==> src/rtl/tlb_cp0_ctrl_if.sv <==
// Pipeline-side port bundle of the TLB/CP0 controller: TLB op handshake plus
// the mtc0/mfc0 register access path.
interface tlb_cp0_ctrl_if;
    // Handshake: an op transfers on a cycle where op_valid && op_ready; the
    // requester holds op_code stable while op_valid is high. Nothing is queued:
    // op_valid is ignored while op_ready is low. op_done pulses once per
    // accepted op, in the cycle the op takes effect.
    logic        op_valid;
    logic [1:0]  op_code;
    logic        op_ready;
    logic        op_done;
    logic        mtc0_we;
    logic [2:0]  cp0_sel;
    logic [31:0] mtc0_wdata;
    logic [31:0] mfc0_rdata;

    modport master (
        output op_valid, op_code, mtc0_we, cp0_sel, mtc0_wdata,
        input  op_ready, op_done, mfc0_rdata
    );

    modport slave (
        input  op_valid, op_code, mtc0_we, cp0_sel, mtc0_wdata,
        output op_ready, op_done, mfc0_rdata
    );
endinterface

==> src/rtl/tlb_cp0_ctrl.sv <==
// CP0 TLB register file (Index/EntryHi/EntryLo0/EntryLo1/Random) and the
// single-cycle TLBP/TLBR/TLBWI/TLBWR sequencer that drives the TLB ports.
module tlb_cp0_ctrl #(
    parameter int  TLBNUM = 16,
    localparam int IW     = $clog2(TLBNUM)
) (
    input  logic           clk,
    input  logic           reset,
    tlb_cp0_ctrl_if.slave  cpu,
    output logic [7:0]     entryhi_asid,
    output logic [18:0]    s_vpn2,
    output logic           s_odd_page,
    output logic [7:0]     s_asid,
    input  logic           s_found,
    input  logic [IW-1:0]  s_index,
    output logic [IW-1:0]  r_index,
    input  logic [18:0]    r_vpn2,
    input  logic [7:0]     r_asid,
    input  logic           r_g,
    input  logic [19:0]    r_pfn0,
    input  logic [2:0]     r_c0,
    input  logic           r_d0,
    input  logic           r_v0,
    input  logic [19:0]    r_pfn1,
    input  logic [2:0]     r_c1,
    input  logic           r_d1,
    input  logic           r_v1,
    output logic           we,
    output logic [IW-1:0]  w_index,
    output logic [18:0]    w_vpn2,
    output logic [7:0]     w_asid,
    output logic           w_g,
    output logic [19:0]    w_pfn0,
    output logic [2:0]     w_c0,
    output logic           w_d0,
    output logic           w_v0,
    output logic [19:0]    w_pfn1,
    output logic [2:0]     w_c1,
    output logic           w_d1,
    output logic           w_v1,
    output logic [1:0]     dbg_state
);
    typedef enum logic [1:0] {S_IDLE, S_PROBE, S_READ, S_WRITE} state_t;

    state_t        state_q, state_d;
    logic          p_q, p_d;
    logic [IW-1:0] idx_q, idx_d;
    logic [18:0]   vpn2_q, vpn2_d;
    logic [7:0]    asid_q, asid_d;
    logic [25:0]   lo0_q, lo0_d;   // {PFN, C, D, V, G}
    logic [25:0]   lo1_q, lo1_d;
    logic [IW-1:0] rand_q, rand_d;
    logic [IW-1:0] wr_idx_q, wr_idx_d;

    always_ff @(posedge clk) begin
        if (reset) begin
            state_q  <= S_IDLE;
            p_q      <= 1'b0;
            idx_q    <= '0;
            vpn2_q   <= '0;
            asid_q   <= '0;
            lo0_q    <= '0;
            lo1_q    <= '0;
            rand_q   <= IW'(TLBNUM - 1);
            wr_idx_q <= '0;
        end else begin
            state_q  <= state_d;
            p_q      <= p_d;
            idx_q    <= idx_d;
            vpn2_q   <= vpn2_d;
            asid_q   <= asid_d;
            lo0_q    <= lo0_d;
            lo1_q    <= lo1_d;
            rand_q   <= rand_d;
            wr_idx_q <= wr_idx_d;
        end
    end

    always_comb begin
        state_d  = state_q;
        p_d      = p_q;
        idx_d    = idx_q;
        vpn2_d   = vpn2_q;
        asid_d   = asid_q;
        lo0_d    = lo0_q;
        lo1_d    = lo1_q;
        wr_idx_d = wr_idx_q;
        rand_d   = (rand_q == '0) ? IW'(TLBNUM - 1) : rand_q - IW'(1);
        case (state_q)
            S_IDLE: begin
                if (cpu.mtc0_we) begin
                    case (cpu.cp0_sel)
                        3'd0: begin
                            p_d   = cpu.mtc0_wdata[31];
                            idx_d = cpu.mtc0_wdata[IW-1:0];
                        end
                        3'd1: lo0_d = cpu.mtc0_wdata[25:0];
                        3'd2: lo1_d = cpu.mtc0_wdata[25:0];
                        3'd3: begin
                            vpn2_d = cpu.mtc0_wdata[31:13];
                            asid_d = cpu.mtc0_wdata[7:0];
                        end
                        default: ;
                    endcase
                end
                if (cpu.op_valid) begin
                    case (cpu.op_code)
                        2'b00:   state_d = S_PROBE;
                        2'b01:   state_d = S_READ;
                        default: state_d = S_WRITE;
                    endcase
                    // Write target is frozen at acceptance; idx_d already holds a same-cycle mtc0 to Index.
                    wr_idx_d = cpu.op_code[0] ? rand_q : idx_d;
                end
            end
            S_PROBE: begin
                p_d     = ~s_found;
                idx_d   = s_found ? s_index : '0;
                state_d = S_IDLE;
            end
            S_READ: begin
                vpn2_d  = r_vpn2;
                asid_d  = r_asid;
                lo0_d   = {r_pfn0, r_c0, r_d0, r_v0, r_g};
                lo1_d   = {r_pfn1, r_c1, r_d1, r_v1, r_g};
                state_d = S_IDLE;
            end
            default: state_d = S_IDLE;
        endcase
    end

    always_comb begin
        cpu.mfc0_rdata = '0;
        case (cpu.cp0_sel)
            3'd0:    cpu.mfc0_rdata = {p_q, {(31-IW){1'b0}}, idx_q};
            3'd1:    cpu.mfc0_rdata = {6'b0, lo0_q};
            3'd2:    cpu.mfc0_rdata = {6'b0, lo1_q};
            3'd3:    cpu.mfc0_rdata = {vpn2_q, 5'b0, asid_q};
            3'd4:    cpu.mfc0_rdata = {{(32-IW){1'b0}}, rand_q};
            default: cpu.mfc0_rdata = '0;
        endcase
    end

    // Reset gates the status outputs so an op caught by reset never completes.
    assign cpu.op_ready = (state_q == S_IDLE) || reset;
    assign cpu.op_done  = (state_q != S_IDLE) && !reset;
    assign we           = (state_q == S_WRITE) && !reset;

    assign entryhi_asid = asid_q;
    assign s_vpn2       = vpn2_q;
    assign s_asid       = asid_q;
    assign s_odd_page   = 1'b0;
    assign r_index      = idx_q;

    assign w_index = wr_idx_q;
    assign w_vpn2  = vpn2_q;
    assign w_asid  = asid_q;
    assign w_g     = lo0_q[0] & lo1_q[0];
    assign w_pfn0  = lo0_q[25:6];
    assign w_c0    = lo0_q[5:3];
    assign w_d0    = lo0_q[2];
    assign w_v0    = lo0_q[1];
    assign w_pfn1  = lo1_q[25:6];
    assign w_c1    = lo1_q[5:3];
    assign w_d1    = lo1_q[2];
    assign w_v1    = lo1_q[1];
    assign dbg_state = state_q;
endmodule

==> src/flat_wrapper.sv <==
// flat-port wrapper written by rule: the top's interface ports become plain ports
module tlb_cp0_ctrl_flat 
#(
    parameter int  TLBNUM = 16,
    localparam int IW     = $clog2(TLBNUM)
)
  (clk, reset, entryhi_asid, s_vpn2, s_odd_page, s_asid, s_found, s_index, r_index, r_vpn2, r_asid, r_g, r_pfn0, r_c0, r_d0, r_v0, r_pfn1, r_c1, r_d1, r_v1, we, w_index, w_vpn2, w_asid, w_g, w_pfn0, w_c0, w_d0, w_v0, w_pfn1, w_c1, w_d1, w_v1, dbg_state, cpu_op_valid, cpu_op_code, cpu_mtc0_we, cpu_cp0_sel, cpu_mtc0_wdata, cpu_op_ready, cpu_op_done, cpu_mfc0_rdata);
  tlb_cp0_ctrl_if cpu_i ();
  input  logic clk;
  input  logic reset;
  output logic [7:0] entryhi_asid;
  output logic [18:0] s_vpn2;
  output logic s_odd_page;
  output logic [7:0] s_asid;
  input  logic s_found;
  input  logic [IW-1:0] s_index;
  output logic [IW-1:0] r_index;
  input  logic [18:0] r_vpn2;
  input  logic [7:0] r_asid;
  input  logic r_g;
  input  logic [19:0] r_pfn0;
  input  logic [2:0] r_c0;
  input  logic r_d0;
  input  logic r_v0;
  input  logic [19:0] r_pfn1;
  input  logic [2:0] r_c1;
  input  logic r_d1;
  input  logic r_v1;
  output logic we;
  output logic [IW-1:0] w_index;
  output logic [18:0] w_vpn2;
  output logic [7:0] w_asid;
  output logic w_g;
  output logic [19:0] w_pfn0;
  output logic [2:0] w_c0;
  output logic w_d0;
  output logic w_v0;
  output logic [19:0] w_pfn1;
  output logic [2:0] w_c1;
  output logic w_d1;
  output logic w_v1;
  output logic [1:0] dbg_state;
  input wire logic [$bits(cpu_i.op_valid)-1:0] cpu_op_valid;
  input wire logic [$bits(cpu_i.op_code)-1:0] cpu_op_code;
  input wire logic [$bits(cpu_i.mtc0_we)-1:0] cpu_mtc0_we;
  input wire logic [$bits(cpu_i.cp0_sel)-1:0] cpu_cp0_sel;
  input wire logic [$bits(cpu_i.mtc0_wdata)-1:0] cpu_mtc0_wdata;
  output wire logic [$bits(cpu_i.op_ready)-1:0] cpu_op_ready;
  output wire logic [$bits(cpu_i.op_done)-1:0] cpu_op_done;
  output wire logic [$bits(cpu_i.mfc0_rdata)-1:0] cpu_mfc0_rdata;
  assign cpu_i.op_valid = cpu_op_valid;
  assign cpu_i.op_code = cpu_op_code;
  assign cpu_i.mtc0_we = cpu_mtc0_we;
  assign cpu_i.cp0_sel = cpu_cp0_sel;
  assign cpu_i.mtc0_wdata = cpu_mtc0_wdata;
  assign cpu_op_ready = cpu_i.op_ready;
  assign cpu_op_done = cpu_i.op_done;
  assign cpu_mfc0_rdata = cpu_i.mfc0_rdata;
  tlb_cp0_ctrl #(.TLBNUM(TLBNUM)) u_core (.clk(clk), .reset(reset), .cpu(cpu_i), .entryhi_asid(entryhi_asid), .s_vpn2(s_vpn2), .s_odd_page(s_odd_page), .s_asid(s_asid), .s_found(s_found), .s_index(s_index), .r_index(r_index), .r_vpn2(r_vpn2), .r_asid(r_asid), .r_g(r_g), .r_pfn0(r_pfn0), .r_c0(r_c0), .r_d0(r_d0), .r_v0(r_v0), .r_pfn1(r_pfn1), .r_c1(r_c1), .r_d1(r_d1), .r_v1(r_v1), .we(we), .w_index(w_index), .w_vpn2(w_vpn2), .w_asid(w_asid), .w_g(w_g), .w_pfn0(w_pfn0), .w_c0(w_c0), .w_d0(w_d0), .w_v0(w_v0), .w_pfn1(w_pfn1), .w_c1(w_c1), .w_d1(w_d1), .w_v1(w_v1), .dbg_state(dbg_state));
endmodule
==> config.mk <==
export PLATFORM = sky130hd
export DESIGN_NAME = tlb_cp0_ctrl_flat
export DESIGN_NICKNAME = d
export VERILOG_FILES = /design/src/rtl/tlb_cp0_ctrl_if.sv /design/src/rtl/tlb_cp0_ctrl.sv /design/src/flat_wrapper.sv
export SDC_FILE = /design/constraint.sdc
export NUM_CORES = 1
export LEC_CHECK = 0
export ABC_AREA = 1
export BUFFER_PORTS_ARGS = -buffer_cell sky130_fd_sc_hd__buf_2
export CORE_UTILIZATION = 42
export DETAILED_ROUTE_END_ITERATION = 8
export PLACE_DENSITY = 0.77
export SLEW_MARGIN = 0
export SYNTH_ARGS = -nofsm -noshare
export SYNTH_HDL_FRONTEND = slang
export SYNTH_SLANG_ARGS = --single-unit
==> constraint.sdc <==
create_clock -name clk -period 1.3 [get_ports clk]
set_input_delay 0.13 -clock clk [delete_from_list [all_inputs] [get_ports clk]]
set_output_delay 0.13 -clock clk [all_outputs]
set_load 0.05 [all_outputs]
## After elaboration in Yosys (flattened, before gate mapping)

Cells that the tools add are included.
W data, S select, Z words.

- Flip-flop bits (word level): 94
- Input bits: 124

- Reductions and logical operators: 18
- Multiplexer cells: 22
- Eq/ne operators: 13
- Bitwise gates (word level): 3
- $add $sub $neg: 1

Operators with widths:

| kind | count |
|---|---|
| $pmux W32 S5 | 1 |
| $mux W26 | 4 |
| $pmux W26 S2 | 2 |
| $mux W19 | 2 |
| $pmux W19 S2 | 1 |
| $mux W4 | 4 |
| $mux W8 | 2 |
| $pmux W8 S2 | 1 |
| $reduce_and A3 Y1 | 4 |
| $ne A2 B2 Y1 const B | 5 |
| $pmux W4 S2 | 1 |
| $eq A3 B2 Y1 const B | 2 |
| $reduce_bool A2 Y1 | 3 |
| $eq A2 B1 Y1 const B | 2 |
| $eq A2 B2 Y1 const B | 2 |
| $logic_not A2 Y1 | 2 |
| $logic_not A4 Y1 | 1 |
| $pmux W2 S2 | 1 |
| $reduce_or A2 Y1 | 2 |
| $sub A4 B1 Y4 const B | 1 |
| $eq A3 B1 Y1 const B | 1 |
| $eq A3 B3 Y1 const B | 1 |
| $logic_not A3 Y1 | 1 |
| $logic_and A1 B1 Y1 | 2 |
| other kinds (7) | 9 |

## Depth between registers and ports, before layout

Gate-level depths: netlist of the first run.

- Word-level depth: 4
- Mapped depth: 9

## Worst setup path before layout of the first run

No wires, ideal clock.

- Path kind: flip-flop to output port
- From: register u_core.state_q[1], in the netlist u_core.dbg_state[1]
- To: output cpu_op_ready
- Arrival: 2,134 ps
- Cell stages (with the launch flop): 5
- Path slack: -964 ps
- Path through: dfxtp_1 -> buf_4 -> nor2_1 -> nor2_1 -> inv_1

- Word-level cells in the longest chain between the ends: 2

Ends and longest elaborated chain:

| item | RTL line | RTL |
|---|---|---|
| from (decl) | tlb_cp0_ctrl.sv:45 | `state_t state_q, state_d;` |
| from (signal assigned) | tlb_cp0_ctrl.sv:67 | `state_q <= state_d;` |
| $logic_not A2 Y1 | tlb_cp0_ctrl.sv:145 | `assign cpu.op_ready = (state_q == S_IDLE) \|\| reset;` |
| $logic_or A1 B1 Y1 | tlb_cp0_ctrl.sv:145 |  |
| to (decl) | flat_wrapper.sv:48 | `output wire logic [$bits(cpu_i.op_ready)-1:0] cpu_op_ready;` |

Every way passes these cells.

## Worst setup path after layout of the first run

Same ends and word-level chain as after synthesis.

==> results.py, run 1 <==
metrics = {
    "outcome": {
        "status": "finished, violations left",
        "failing_checks": "negative setup slack",
    },
    "setup_path": {
        "setup.worst_path.end_class": "primary output",
        "cp.buffers_inverters": 3,
        "timing.critical_path.fanout_max": 4,
        "crit_path_cell_trace": "buf_6, nor2_4, nor2_4, clkinvlp_4, buf_8",
        "critPathSlowestCell": "sky130_fd_sc_hd__dfxtp_4",
        "critical_path.top_delay_family": "flip-flops",
        "worst-endpoint-required_ns": 1.17,
        "arrival_time_of_data_at_the_critical_path_endpoint_ns": 1.26,
        "critPathMostFrequentCell": "sky130_fd_sc_hd__nor2_4",
        "cp-start-kind": "flip-flop",
        "timing_worst_setup_path_type": "reg2out",
        "crit_path_max_incr_delay_ns": 0.39,
    },
    "route": {
        "met3_length_um": 1720,
        "detail-route-antenna-nets": 0,
        "drc": 0,
        "routedWlPerCell_um": 16.3,
        "drt_pre_antenna_iters": 5,
        "vias_per_instance": 5.15,
        "aggregate_routed_wire_length_um": 21900,
        "drt_iter0_markers": 655,
        "maxUsedRoutingLayer": "met4",
        "routed-via-count": 6910,
        "drt-met1-wl_um": 9240,
        "met2_wirelength_um": 10200,
    },
    "global_route": {
        "grt_max_degree": 57,
        "grt_pass1_vias": 5931,
        "grt_pass1_wl_um": 31500,
        "grt_remaining_overflow": 0,
        "global_route.usage.total_pct": 29.0,
        "number_of_antenna_violations_at_the_first_check_in_global_routing": 2,
    },
    "layout": {
        "syn_to_final_growth_pct": 52.7,
        "layout-drive-gt1-share_pct": 47.8,
        "fillerInstances": 1169,
        "final_area_um2": 8630,
        "finish.utilization_pct": 65.4,
        "nNetsFinal": 1286,
    },
    "clock_network": {
        "tritoncts": "done",
        "cts.root.buffer_cell": "sky130_fd_sc_hd__clkbuf_16",
        "clock_sinks": 94,
        "cts_max_path_buffers": 2,
        "cts_made_buffers": 9,
        "clkLatencyLatePin_ns": 0.35,
        "cts_hold_buffers": 0,
        "h-tree-depth": 3,
        "worst_setup_hold_path_clk_slew_ns": 0.06,
    },
    "synth": {
        "ys_ff_latch": 94,
        "netlist_area_um2": 5650,
        "yosys_warnings": 0,
        "syn_inst": 908,
        "ys_top_cells_by_area": "sky130_fd_sc_hd__dfxtp_1, sky130_fd_sc_hd__nand2_1, sky130_fd_sc_hd__buf_4",
        "synth.avg_cell_area_um2": 6.22,
        "syn-num-nets": 1033,
        "synthDistinctLibCells": 26,
        "synth_top_cells_by_count": "sky130_fd_sc_hd__nand2_1, sky130_fd_sc_hd__nor2_1, sky130_fd_sc_hd__dfxtp_1",
        "synth.most_common_cell": "sky130_fd_sc_hd__nand2_1",
        "async_sr_flop_fraction_pct": 0,
        "synth.yosys.seq_area_share_pct": 33.3,
        "post-synth-top-area-cell": "sky130_fd_sc_hd__dfxtp_1",
        "synth_edf_count": 0,
        "synth_largest_type_area_fraction_pct": 33.3,
        "synth_flop_cell": "sky130_fd_sc_hd__dfxtp_1",
    },
    "power_and_ir_drop": {
        "pwr-share-seq_pct": 34.7,
        "p_sw_mw": 3.91,
        "power_report.internal_total_mw": 5.68,
        "combPwrFrac_pct": 39.2,
        "share_clk_of_total_power_pct": 26.1,
        "swShare_pct": 40.8,
        "power_mw": 9.59,
        "cellPowerDensity_nw_per_um2": 1110,
        "power.ir.vdd_worst_v": 0.000509,
        "static-leakage-power_nw": 4.44,
    },
    "hold_path": {
        "hold_class": "in2reg",
    },
    "floorplan": {
        "die_w_um": 118,
        "die-height_um": 118,
        "initial_core_util_pct": 42.8,
        "floorplan.rows": 42,
        "design.core.area_um2": 13200,
        "floorplan.io_pins": 283,
        "floorplan.die_area_um2": 13900,
    },
    "placement": {
        "placed_area_um2": 7280,
        "place_congestion": 0.986,
        "buffer_ports.inserted": 281,
        "pre_cts_ws_ns": -0.110,
        "dp_hpwl_um": 15000,
    },
    "timing": {
        "clock.fmax_mhz": 718,
        "report.final.hold_viol_count": 0,
        "post_layout_worst_setup_margin_ns": -0.0933,
        "final_period_minus_worst_setup_slack_ns": 1.39,
        "clock-skew-final_ns": 0.00957,
        "drv_slew": 0,
        "layout_worst_path_cycle_share_pct": 107,
        "rsz0062_at_grt": "true",
        "setup-violations-final": 12,
    },
    "run": {
        "cap_viol_max_count": 0,
    },
}
[power by group through the flow]
stage / sequential, mW / combinational, mW / clock, mW
4_1_cts: 3.32 / 3.40 / 2.53
6_report: 3.33 / 3.76 / 2.50
5_1_grt: 3.35 / 3.98 / 2.66
3_5_place_dp: 3.40 / 3.24 / 0
2_1_floorplan: 3.71 / 2.17 / 0
3_3_place_gp: 3.39 / 3.22 / 0
[stage by stage]
step	TNS, ns	instances	hold slack, ns
after CTS	-0.817	1318	0.0748
after global routing	-2.70	1343	0.0937
after global placement	-3.07	1287	0.428
final	-0.385	1343	0.0829
after floorplan	-11.67	908	0.302
after detailed placement	-3.80	1287	0.436
[routing by layer]
layer / global-route usage, % / up-vias
met3: 5.18 / 49
met2: 47.2 / 375
li1: - / 3336
met4: 12.9 / 0
met1: 37.3 / 3150
met5: 0 / -
[worst min-delay path: stages]
cell and delay (ns):
sky130_fd_sc_hd__buf_2 0.09, sky130_fd_sc_hd__nor3_1 0.05, sky130_fd_sc_hd__nor3_1 0.11
[area by class of cell]
| cell class | count | area [µm²] | share of cell area (%) |
|---|---|---|---|
| Tap cell | 176 | 220 | 2.55 |
| Clock inverter | 3 | 21.3 | 0.247 |
| Antenna cell | 1 | 2.50 | 0.0290 |
| Sequential cell | 94 | 1980 | 22.9 |
| Timing Repair Buffer | 372 | 2720 | 31.5 |
| Inverter | 56 | 256 | 2.97 |
| Multi-Input combinational cell | 628 | 3180 | 36.9 |
| Clock buffer | 13 | 250 | 2.90 |
[cell families after synthesis]
family | count (synthesis) | share of synthesized area (%)
compound gates | 162 | 15.9
fa+ha+maj | 1 | 0.221
buf+inv | 186 | 18.3
flops | 94 | 33.3
other cells | 1 | 0.0664
simple gates | 464 | 32.2
[cells in the final DEF, fill, tap and decap left out, types with 2 or more instances in the layout]
cell type and instances:
sky130_fd_sc_hd__inv_4 2, sky130_fd_sc_hd__inv_1 23, sky130_fd_sc_hd__nand2_8 3, sky130_fd_sc_hd__nand4_1 5, sky130_fd_sc_hd__o21ai_2 42, sky130_fd_sc_hd__inv_2 26, sky130_fd_sc_hd__buf_4 71, sky130_fd_sc_hd__nand2_1 255
sky130_fd_sc_hd__clkinv_2 2, sky130_fd_sc_hd__buf_12 22, sky130_fd_sc_hd__nand2_2 29, sky130_fd_sc_hd__buf_6 15, sky130_fd_sc_hd__nand2_4 2, sky130_fd_sc_hd__nor2_2 10, sky130_fd_sc_hd__clkbuf_16 16, sky130_fd_sc_hd__o211ai_1 17
sky130_fd_sc_hd__dfxtp_2 18, sky130_fd_sc_hd__nor3_4 2, sky130_fd_sc_hd__dfxtp_1 57, sky130_fd_sc_hd__o21ai_1 18, sky130_fd_sc_hd__clkinvlp_4 2, sky130_fd_sc_hd__dfxtp_4 19, sky130_fd_sc_hd__buf_16 2, sky130_fd_sc_hd__a21oi_1 66
sky130_fd_sc_hd__clkbuf_1 3, sky130_fd_sc_hd__nand3_4 2, sky130_fd_sc_hd__a22o_1 5, sky130_fd_sc_hd__o21ai_0 6, sky130_fd_sc_hd__a21boi_0 3, sky130_fd_sc_hd__nor3_1 5, sky130_fd_sc_hd__nor2_4 8, sky130_fd_sc_hd__buf_2 247
sky130_fd_sc_hd__nor2_1 104, sky130_fd_sc_hd__buf_8 7, sky130_fd_sc_hd__nand3_1 38
[worst paths after layout]
check,startpoint,endpoint,slack (ns),depth (start not counted)
min reg2reg,u_core.rand_q[0]$_SDFF_PP1_,u_core.rand_q[0]$_SDFF_PP1_,0.44,1
max reg2reg,u_core.dbg_state[1]$_SDFFE_PP0P_,u_core.r_index[1]$_SDFFE_PP0P_,0,6
max,u_core.dbg_state[1]$_SDFFE_PP0P_,cpu_op_ready,-0.09,5
min,cpu_op_code[1],u_core.dbg_state[1]$_SDFFE_PP0P_,0.08,3
[what timing repair did]
action / 4_1_cts / 5_1_grt
endpoints found under the hold margin: 0 / 0
setup endpoints to repair: 85 / 121
pin swaps: 12 / 26
setup buffers: 13 / 16
cloned: 2 / 8
gates resized for setup: 75 / 135
[sequential cells by signal (all words and copies together) (netlist names)]
signal	cells
u_core.rand_q	4
u_core.dbg_state	2
u_core.r_index	4
u_core.w_index	4
u_core.s_vpn2	19
u_core.p_q	1
u_core.lo1_q	26
u_core.entryhi_asid	8
u_core.lo0_q	26
No activity file was read; power rests on OpenSTA's default activity.
==> inputs of run 2 (changes only) <==
- MAX_ROUTING_LAYER: not set -> met4
==> run 2 against run 1 <==
The flow still finishes with violations (negative setup slack). Register-to-register slack worse by 0.10 ns. Setup slack worse by 0.015 ns. Sequential share of layout area down 0.71 points. Clock-buffer cell count down 3. Sequential cell count unchanged. Cell area up 3.7%. Clock power up 25%. Via count up 3.0%. Highest routed layer unchanged.
==> results.py, run 2 (same netlist as run 1, synthesis figures left out) <==
metrics = {
    "setup_path": {
        "crit_path_cell_trace": "inv_4, buf_6, nor3_4, buf_6",
        "cp-start-kind": "flip-flop",
        "setup.worst_path.end_class": "primary output",
        "worst-endpoint-required_ns": 1.17,
        "timing.critical_path.fanout_max": 4,
        "cp.buffers_inverters": 3,
        "critPathMostFrequentCell": "sky130_fd_sc_hd__buf_6",
        "crit_path_max_incr_delay_ns": 0.40,
        "timing_worst_setup_path_type": "reg2out",
        "arrival_time_of_data_at_the_critical_path_endpoint_ns": 1.28,
        "critical_path.top_delay_family": "flip-flops",
        "critPathSlowestCell": "sky130_fd_sc_hd__dfxtp_4",
        "worst-r2r-setup-slack_ns": -0.10,
    },
    "clock_network": {
        "h-tree-depth": 3,
        "cts.root.buffer_cell": "sky130_fd_sc_hd__clkbuf_16",
        "worst_setup_hold_path_clk_slew_ns": 0.07,
        "clock_sinks": 94,
        "cts_hold_buffers": 0,
        "tritoncts": "done",
        "cts_max_path_buffers": 2,
        "cts_made_buffers": 9,
        "clkLatencyLatePin_ns": 0.36,
    },
    "route": {
        "drc": 0,
        "detail-route-antenna-nets": 0,
        "drt_pre_antenna_iters": 7,
        "drt_iter0_markers": 796,
        "aggregate_routed_wire_length_um": 24000,
        "vias_per_instance": 5.28,
        "routedWlPerCell_um": 17.8,
        "routed-via-count": 7118,
    },
    "timing": {
        "report.final.hold_viol_count": 0,
        "clock-skew-final_ns": 0.0105,
        "setup-violations-final": 82,
        "setup_tns_after_final_layout_ns": -3.95,
        "final_period_minus_worst_setup_slack_ns": 1.41,
        "clock.fmax_mhz": 710,
        "rsz0062_at_grt": "true",
        "layout_worst_path_cycle_share_pct": 108,
        "drv_slew": 0,
        "post_layout_worst_setup_margin_ns": -0.108,
    },
    "layout": {
        "num_antenna_cells": 0,
        "nNetsFinal": 1293,
        "fillerInstances": 1102,
        "layout_commonest_cell": "sky130_fd_sc_hd__nand2_1",
        "layout-drive-gt1-share_pct": 50.2,
        "final_cell_mix": "sky130_fd_sc_hd__nand2_1, sky130_fd_sc_hd__buf_2, sky130_fd_sc_hd__nor2_1, sky130_fd_sc_hd__buf_4, sky130_fd_sc_hd__dfxtp_1",
        "syn_to_final_growth_pct": 58.3,
        "finish.utilization_pct": 67.8,
    },
    "floorplan": {
        "die-height_um": 118,
        "die_w_um": 118,
        "initial_core_util_pct": 42.8,
        "floorplan.die_area_um2": 13900,
        "floorplan.io_pins": 283,
        "floorplan.rows": 42,
        "design.core.area_um2": 13200,
    },
    "global_route": {
        "global_route.usage.total_pct": 32.2,
        "grt_pass1_wl_um": 33500,
        "grt_max_degree": 37,
        "grtUsageMet3_pct": 5.04,
        "number_of_antenna_violations_at_the_first_check_in_global_routing": 0,
        "grt-busiest-layer": "met2",
        "grt_pass1_vias": 6218,
        "use_met1_pct": 38.5,
        "m2_gr_usage_pct": 53.6,
        "grt_remaining_overflow": 0,
    },
    "power_and_ir_drop": {
        "static-leakage-power_nw": 4.55,
        "power.ir.vdd_worst_v": 0.000738,
        "cellPowerDensity_nw_per_um2": 1160,
    },
    "placement": {
        "buffer_ports.inserted": 281,
        "dp_hpwl_um": 15300,
        "pre_cts_ws_ns": -0.126,
        "place_congestion": 0.918,
    },
    "outcome": {
        "status": "finished, violations left",
        "failing_checks": "negative setup slack",
    },
    "run": {
        "cap_viol_max_count": 0,
    },
    "hold_path": {
        "hold_class": "in2reg",
    },
}
==> run 2: path summary, 6_finish.rpt <==
check | start | endpoint | cells after the start
setup / recovery | u_core.dbg_state[1]$_SDFFE_PP0P_ | we | 4
hold reg to reg | u_core.rand_q[0]$_SDFF_PP1_ | u_core.rand_q[0]$_SDFF_PP1_ | 1
hold / removal | s_index[3] | u_core.r_index[3]$_SDFFE_PP0P_ | 3
setup reg to reg | u_core.dbg_state[0]$_SDFFE_PP0P_ | u_core.s_vpn2[14]$_SDFFE_PP0P_ | 8
==> run 2: final cells by class <==
| type | instances | area [µm²] | share of cell area [%] |
|---|---|---|---|
| Clock buffer | 10 | 229 | 2.56 |
| Timing Repair Buffer | 379 | 2790 | 31.2 |
| Clock inverter | 6 | 109 | 1.22 |
| Multi-Input combinational cell | 628 | 3350 | 37.5 |
| Sequential cell | 94 | 1980 | 22.2 |
| Tap cell | 176 | 220 | 2.46 |
| Inverter | 56 | 255 | 2.85 |
==> run 2: repair_timing <==
action / 4_1_cts / 5_1_grt
resized for setup: 159 / 115
hold endpoints to repair: 0 / 0
endpoints found under the setup margin: 112 / 122
cloned: 5 / 6
pin swaps: 16 / 32
buffers inserted: 23 / 13
==> run 2: per-stage QoR <==
stage	cell area, µm²	power, mW	hold WS, ns	std cells
2_1_floorplan	5900	5.88	0.302	908
3_3_place_gp	7300	6.64	0.430	1288
3_5_place_dp	7300	6.66	0.436	1288
4_1_cts	8390	10.1	0.0787	1331
5_1_grt	8940	10.8	0.121	1349
6_report	8940	10.4	0.0928	1349
==> run 2: worst reg2reg max path, cell delays in order (launching register included) <==
cell,delay (ns)
sky130_fd_sc_hd__dfxtp_4,0.37
sky130_fd_sc_hd__buf_6,0.12
sky130_fd_sc_hd__a21oi_4,0.12
sky130_fd_sc_hd__buf_6,0.14
sky130_fd_sc_hd__buf_6,0.10
sky130_fd_sc_hd__o21ai_4,0.12
sky130_fd_sc_hd__clkbuf_16,0.22
sky130_fd_sc_hd__nor2_4,0.09
sky130_fd_sc_hd__nor2_1,0.04
==> run 2: layer usage <==
layer	wire length [µm]	part of all wire (%)
met2	11600	48
met5	0	0
met4	904	3.8
met3	1820	7.6
met1	9650	40
==> run 2: power by group <==
part / leakage, nW / switching (mW) / internal, mW
Clock: 0.167 / 1.24 / 1.88
Combinational: 3.59 / 2.66 / 1.28
Sequential: 0.792 / 0.235 / 3.12
Total: 4.55 / 4.13 / 6.28
